**config.mk**
```make
export PLATFORM = sky130hd
export DESIGN_NAME = shift_right_seq_32bit
export DESIGN_NICKNAME = d
export VERILOG_FILES = /design/src/rtl/shift_right_seq_32bit_pkg.sv /design/src/rtl/shift_right_seq_32bit_sr1.sv /design/src/rtl/shift_right_seq_32bit.sv
export SDC_FILE = /design/constraint.sdc
export NUM_CORES = 1
export LEC_CHECK = 0
export BUFFER_PORTS_ARGS = -buffer_cell sky130_fd_sc_hd__buf_2
export CORE_MARGIN = 2
export CORE_UTILIZATION = 35
export CTS_CLUSTER_DIAMETER = 30
export CTS_CLUSTER_SIZE = 40
export DETAILED_ROUTE_END_ITERATION = 12
export HOLD_SLACK_MARGIN = 0.05
export PLACE_DENSITY = 0.56
export SLEW_MARGIN = 20
export SYNTH_ARGS = -nofsm -noshare
export SYNTH_HDL_FRONTEND = slang
export SYNTH_SLANG_ARGS = --single-unit
```
**constraint.sdc**
```tcl
create_clock -name clk -period 1.9 [get_ports clk]
set_clock_uncertainty 0.1 [all_clocks]
set_input_delay 0.285 -clock clk [delete_from_list [all_inputs] [get_ports clk]]
set_output_delay 0.285 -clock clk [all_outputs]
set_load 0.02 [all_outputs]
```
**src/rtl/shift_right_seq_32bit_pkg.sv**
```systemverilog
// Shared definitions for the MiniMIPS multi-cycle right shifter:
// state encodings and default widths.
package shift_right_seq_32bit_pkg;

    localparam int DEF_WIDTH   = 32;
    localparam int DEF_SHAMT_W = 5;

    typedef enum logic [1:0] {
        ST_IDLE  = 2'd0,
        ST_SHIFT = 2'd1,
        ST_DONE  = 2'd2
    } state_t;

endpackage

```
**src/rtl/shift_right_seq_32bit_sr1.sv**
```systemverilog
// Combinational one-bit right shift with an explicit fill bit entering at the MSB.
module shift_right_1_32bit #(
    parameter int WIDTH = 32
) (
    input  logic [WIDTH-1:0] value,
    input  logic             fill,
    output logic [WIDTH-1:0] result
);

    always_comb begin
        result = {fill, value[WIDTH-1:1]};
    end

endmodule

```
**src/rtl/shift_right_seq_32bit.sv**
```systemverilog
// Multi-cycle SRL/SRA unit: shifts one bit per cycle under a start/done handshake.
module shift_right_seq_32bit
    import shift_right_seq_32bit_pkg::*;
#(
    parameter int WIDTH   = DEF_WIDTH,
    parameter int SHAMT_W = DEF_SHAMT_W
) (
    input  logic               clk,
    input  logic               rst_n,
    input  logic               start,
    input  logic [WIDTH-1:0]   value,
    input  logic [SHAMT_W-1:0] shamt,
    input  logic               arith,
    output logic               busy,
    output logic               done,
    output logic [WIDTH-1:0]   result
);

    state_t             state;
    logic [WIDTH-1:0]   data;
    logic [WIDTH-1:0]   data_shifted;
    logic [SHAMT_W-1:0] count;
    logic               arith_q;
    logic               fill;

    // Sign fill tracks the current MSB, so SRA of a negative operand saturates to all ones.
    always_comb begin
        fill = arith_q & data[WIDTH-1];
    end

    shift_right_1_32bit #(
        .WIDTH(WIDTH)
    ) u_sr1 (
        .value (data),
        .fill  (fill),
        .result(data_shifted)
    );

    always_ff @(posedge clk or negedge rst_n) begin
        if (!rst_n) begin
            state   <= ST_IDLE;
            busy    <= 1'b0;
            done    <= 1'b0;
            result  <= '0;
            data    <= '0;
            count   <= '0;
            arith_q <= 1'b0;
        end else begin
            case (state)
                ST_IDLE, ST_DONE: begin
                    done <= 1'b0;
                    if (start) begin
                        data    <= value;
                        count   <= shamt;
                        arith_q <= arith;
                        state   <= ST_SHIFT;
                        busy    <= 1'b1;
                    end else begin
                        state   <= ST_IDLE;
                        busy    <= 1'b0;
                    end
                end
                ST_SHIFT: begin
                    if (count != '0) begin
                        data  <= data_shifted;
                        count <= count - 1'b1;
                    end else begin
                        result <= data;
                        state  <= ST_DONE;
                        busy   <= 1'b0;
                        done   <= 1'b1;
                    end
                end
                default: begin
                    state <= ST_IDLE;
                    busy  <= 1'b0;
                    done  <= 1'b0;
                end
            endcase
        end
    end

endmodule

```
==> flow_summary.ini, run 1 <==
[placed_design]
gp_congestion = 0.833
hpwlAfterDp_mm = 4.70
portBuffers = 74

[worst_setup_path]
reg2reg_depth = 6
cp_data_required_time_ns = 2.03
setup.worst_path.class = flop to flop
crit_path_start_kind = flop
cp-end-kind = flop
worstPathMaxFanout = 17
cp_data_arrival_time_ns = 2.20

[cts]
clkSinkCount = 73
clockRootBuffer = clkbuf_8
htreeDepth = 3
clk-insertion-delay-late_ns = 0.34
cts_tree = built
clk_pin_slew_ns = 0.08
cts_made_buffers = 9
clock_path_buffers = 2

[pwr]
irDropWorstVdd_mv = 0.885
power.total_mw = 8.19
p_per_area_nw_per_um2 = 1850
leakage_nw = 2.18

[sta]
worst_pin_slew_ns = 0.472
period_share = 1.09
hold_viol = 0
max_freq_mhz = 482
maxSlewHeadroom = 0.685
rsz0062_at_grt = true
period_needed_ns = 2.07
setup_ws_ns = -0.173
setup_viol = 38
drv_slew = 0

[hold_path]
hold_class = primary input to flop
whs_path_depth = 3

[finish]
syn_to_final_growth_pct = 33.1
fill_cells = 874
drive_gt1_frac = 0.677
layout.nets = 369
diodes = 0
fin_util = 0.480

[floorplanning]
die_area_sq_um = 10300
die_w_um = 102
ios = 75
core_area_sq_um = 9240
die_y_um = 102
rows = 35
initial_core_util = 0.361

[drt]
postRouteAntennaNets = 0
wire_per_inst_um = 15.7
vias = 2120
firstDrtPassIters = 3
drc = 0
drtIter0Drc = 23
avgViaCountPerCell = 4.61
drt_wl_total_mm = 7.23

[run]
maxCapViolations = 0

[yosys]
syn_avg_cell_area_sq_um = 15.1
yosysMostFrequentCell = dfrtp_1
synthCells = 221
yosys-top-cells-count = dfrtp_1, mux2_2, mux2_4
synth-edff-count = 0
synth_cell_type_count = 30
synth_top_cell_area_share = 0.548
synthFlopType = dfrtp_1
synthTopCellsByArea = dfrtp_1, mux2_2, mux2_4, buf_2, buf_6
async_flop_share = 1.00
synth_top_area_cell = dfrtp_1
syn_area_sq_um = 3330
ys_ff_latch = 73
ys_seq_area_frac = 0.548
syn_nets = 263
ys_warn_count = 0

[global_route]
grt_antenna_before_repair = 0
grt_max_degree = 35
grt_pass1_wl_mm = 12.0
grt_pass1_vias = 2348
grtUsageTotal = 0.155
grt_overflow = 0

[outcome]
status = finished with violations
violations = negative setup slack
==> cells in the final DEF, fill, tap and decap left out, drive strengths merged, types with 3 or more instances in the layout <==
cell type	n
o21ai	5
nand2	5
mux2	93
inv	7
clkinv	5
buf	100
clkbuf	11
mux2i	3
dfrtp	73
nor2	3
==> per-layer routing <==
metal | vias up | part of all wire | track usage
met5 | - | 0 | 0
met4 | 0 | 0.016 | 0.0541
met3 | 7 | 0.037 | 0.0414
met2 | 46 | 0.50 | 0.258
met1 | 1064 | 0.45 | 0.195
li1 | 1003 | - | -
==> registers in the layout, indices dropped and copies added, names as in the netlist <==
name,cells
count,5
result,32
state,1
done,1
busy,1
arith_q,1
data,32
==> logic make-up after synthesis <==
group / after synthesis / synth area share
AO/OA/AOI/OAI: 15 / 0.0323
adder cells (fa/ha/maj): 1 / 0.00375
buffers and inverters: 17 / 0.0285
flip-flops: 73 / 0.548
multiplexers: 96 / 0.354
AND/OR/NAND/NOR: 19 / 0.0338
==> worst max-delay path, stage by stage (launching register included) <==
cell and delay, ns:
dfrtp_1 0.40, inv_2 0.08, ha_4 0.12, or4b_4 0.47, a21oi_4 0.21, bufinv_16 0.24, mux2_4 0.31
==> report_power, final <==
group / total [mW] / switching [mW] / internal, mW
logic: 4.35 / 1.83 / 2.52
clock network: 1.03 / 0.566 / 0.459
registers: 2.82 / 0.478 / 2.34
==> stage by stage <==
| stage | hold slack, ns | instance area [sq um] | setup slack [ns] | setup TNS [ns] | std cells |
|---|---|---|---|---|---|
| after floorplan | -0.111 | 3340 | -0.103 | -2.74 | 221 |
| after global placement | 0.188 | 3980 | -0.164 | -5.53 | 430 |
| after detailed placement | 0.184 | 3980 | -0.218 | -7.22 | 430 |
| after CTS | 0.0554 | 4370 | -0.169 | -4.72 | 456 |
| after global routing | 0.0725 | 4440 | -0.244 | -8.69 | 460 |
| final | 0.0684 | 4440 | -0.173 | -4.99 | 460 |
==> final cells by class <==
| cell class | count | area (sq um) | share of cell area |
|---|---|---|---|
| Multi-Input combinational cell | 131 | 1470 | 0.331 |
| Timing Repair Buffer | 104 | 736 | 0.166 |
| Timing Repair inverter | 2 | 36.3 | 0.00818 |
| Clock buffer | 9 | 124 | 0.0279 |
| Inverter | 6 | 48.8 | 0.0110 |
| Sequential cell | 73 | 1830 | 0.412 |
| Clock inverter | 6 | 36.3 | 0.00818 |
| Tap cell | 129 | 161 | 0.0364 |
==> repair_timing <==
item	in CTS	in global routing
endpoints found under the setup margin	64	65
cloned	4	2
hold endpoints to repair	33	0
pin swaps	0	0
setup buffers	6	3
resized for setup	20	1
hold buffers	2	0
==> worst paths after layout <==
| kind | start | to | slack, ns |
|---|---|---|---|
| max | count[0]$_DFFE_PN0P_ | data[11]$_DFFE_PN0P_ | -0.17 |
| min | value[31] | data[31]$_DFFE_PN0P_ | 0.07 |
| max reg2reg | count[0]$_DFFE_PN0P_ | data[11]$_DFFE_PN0P_ | -0.17 |
| min reg2reg | busy$_DFFE_PN0P_ | busy$_DFFE_PN0P_ | 0.39 |
| max in group asynchronous | rst_n | result[22]$_DFFE_PN0P_ | 0.80 |
| min in group asynchronous | rst_n | count[0]$_DFFE_PN0P_ | 0.34 |
(Power assumes the default switching activity.)
==> run 2, diff against run 1 <==
--- a/config.mk
+++ b/config.mk
@@ -12,8 +12,9 @@
 export CTS_CLUSTER_SIZE = 40
 export DETAILED_ROUTE_END_ITERATION = 12
 export HOLD_SLACK_MARGIN = 0.05
-export PLACE_DENSITY = 0.56
+export PLACE_DENSITY = 0.55
 export SLEW_MARGIN = 20
 export SYNTH_ARGS = -nofsm -noshare
 export SYNTH_HDL_FRONTEND = slang
+export SYNTH_HIERARCHICAL = 1
 export SYNTH_SLANG_ARGS = --single-unit
==> flow_summary.ini, run 2 <==
[outcome]
status = finished clean

[yosys]
synthCells = 250
synth-edff-count = 0
synth_top_area_cell = dfrtp_1
yosysMostFrequentCell = dfrtp_1
syn_nets = 292
syn_area_sq_um = 3640
synthTopCellsByArea = dfrtp_1, mux2_2, mux2_4, buf_4, buf_12
synth_cell_type_count = 31
synth_top_cell_area_share = 0.501
yosys-top-cells-count = dfrtp_1, mux2_2, buf_4
ys_seq_area_frac = 0.501
syn_avg_cell_area_sq_um = 14.6
ys_ff_latch = 73
async_flop_share = 1.00
ys_warn_count = 6
synthFlopType = dfrtp_1

[global_route]
grtUsageTotal = 0.125
grt_max_degree = 44
grt_pass1_vias = 2054
grt_antenna_before_repair = 1
grt_pass1_wl_mm = 10.8
grt_overflow = 0

[floorplanning]
ios = 75
die_area_sq_um = 11200
initial_core_util = 0.356
die_y_um = 106
core_area_sq_um = 10200
die_w_um = 106
rows = 37

[drt]
vias = 2038
drc = 0
drt_wl_total_mm = 6.67
drtIter0Drc = 37
avgViaCountPerCell = 4.51
wire_per_inst_um = 14.8
firstDrtPassIters = 4
postRouteAntennaNets = 0

[hold_path]
hold_class = primary input to flop
hold_path_startpoint = shamt[2]
hold_end = count[2]$_DFFE_PN0P_
whs_path_depth = 3

[cts]
htreeDepth = 3
cts_made_buffers = 9
clkSinkCount = 73
clk-insertion-delay-late_ns = 0.33
clk_pin_slew_ns = 0.07
clockRootBuffer = clkbuf_8
cts_tree = built
clock_path_buffers = 2

[worst_setup_path]
critPathMaxStageDelay_ns = 0.41
cp_data_required_time_ns = 2.02
reg2reg_depth = 7
timing.critical_path.from = count[0]$_DFFE_PN0P_
cp_num_buf_inv = 3
cp-end-kind = flop
crit_family = flip-flops
cp_data_arrival_time_ns = 1.98
r2r_start = count[0]$_DFFE_PN0P_
setup.worst_path.class = flop to flop
crit_path_start_kind = flop
crit_path_cell_trace = inv_2 -> ha_4 -> nor4b_4 -> o21a_4 -> inv_8 -> clkbuf_16 -> mux2_4
worstPathMaxFanout = 8
r2r-end = data[16]$_DFFE_PN0P_
r2r_slack_ns = 0.04
cp_slowest_cell = dfrtp_1

[run]
maxCapViolations = 0

[placed_design]
portBuffers = 74
gp_congestion = 0.837
pre_cts_slack_ns = 0.0197
placed_cell_area_sq_um = 3990
place_inst = 429
hpwlAfterDp_mm = 4.61

[finish]
top_regs = data x32, result x32, count x5
fill_cells = 974
drive_gt1_frac = 0.668
final_cells = 452
final_cell_mix = dfrtp_1, buf_2, mux2_2
layout.nets = 353
fin_area_sq_um = 4290
syn_to_final_growth_pct = 17.7
diodes = 0

[sta]
drv_slew = 0
period_needed_ns = 1.86
hold_viol = 0
setup_ws_ns = 0.0378
max_freq_mhz = 537
period_share = 0.980
worst_pin_slew_ns = 0.437
maxSlewHeadroom = 0.708
setup_viol = 0
rsz0062_at_grt = true

[pwr]
leakage_nw = 2.10
irDropWorstVdd_mv = 0.758
p_per_area_nw_per_um2 = 1900
==> run 2: cell types whose count changed in the layout (fill, tap and decap cells not counted), moves of 2 or more <==
cell,change
clkbuf_8,+2
buf_4,-9
buf_16,-2
clkinv_2,-3
mux2_2,+2
buf_12,+2
o21ai_0,-2
buf_6,-2
==> run 2: worst max-delay path by stage <==
stage | end | slack [ns] | cells past startpoint
CTS | data[30]$_DFFE_PN0P_ | 0.009 | 7
global route | data[3]$_DFFE_PN0P_ | -0.03 | 7
floorplan | data[10]$_DFFE_PN0P_ | 0.11 | 5
detailed placement | data[29]$_DFFE_PN0P_ | 0.02 | 7
finish | data[16]$_DFFE_PN0P_ | 0.04 | 7
global placement | data[28]$_DFFE_PN0P_ | 0.09 | 7
==> run 2: area by class of cell <==
type | instances | area [sq um] | share of cell area
timing repair buffer | 92 | 606 | 0.141
inverter | 5 | 26.3 | 0.00613
clock buffer | 12 | 155 | 0.0362
sequential | 73 | 1830 | 0.426
tap | 136 | 170 | 0.0397
multi-input combinational | 130 | 1450 | 0.339
clock inverter | 4 | 51.3 | 0.0120
==> run 2: kinds of logic after synthesis <==
family                   synth area share
AO/OA/AOI/OAI                      0.0227
adder cells (fa/ha/maj)           0.00343
buffers and inverters               0.105
flip-flops                          0.501
multiplexers                        0.334
AND/OR/NAND/NOR                    0.0336
==> run 2: worst reg2reg max path, cell delays in order (launching register included) <==
cell       delay (ns)
dfrtp_1          0.41
inv_2            0.09
ha_4             0.13
nor4b_4          0.28
o21a_4           0.23
inv_8            0.06
clkbuf_16        0.17
mux2_4           0.29
==> run 2: metal layers <==
metal  up-vias  track usage  share of wire
met5         -            0         0.0019
met4         2       0.0395          0.014
met3        14       0.0411          0.050
met2        52        0.182           0.43
met1      1005        0.176           0.50
li1        965            -              -
==> run 2: repair_timing <==
| action | 4_1_cts | 5_1_grt |
|---|---|---|
| resized for setup | 0 | 5 |
| hold endpoints to repair | 31 | 0 |
| endpoints found under the setup margin | 0 | 31 |
| buffers inserted | 0 | 4 |
| hold buffers | 2 | 0 |
==> run 2: power by group <==
group | total [mW] | switching (mW) | internal [mW]
clock | 1.24 | 0.562 | 0.679
sequential | 2.85 | 0.512 | 2.34
combinational | 4.06 | 1.65 | 2.42
total | 8.16 | 2.72 | 5.44
==> run 2: stage by stage <==
step	hold WS, ns	total power, mW	setup TNS, ns	util
after floorplan	-0.111	6.31	0	-
after global placement	0.164	6.76	0	0.390
after detailed placement	0.170	6.83	0	0.390
after CTS	0.104	8.11	0	0.412
after global routing	0.100	8.73	-0.621	0.419
final	0.122	8.16	0	0.419
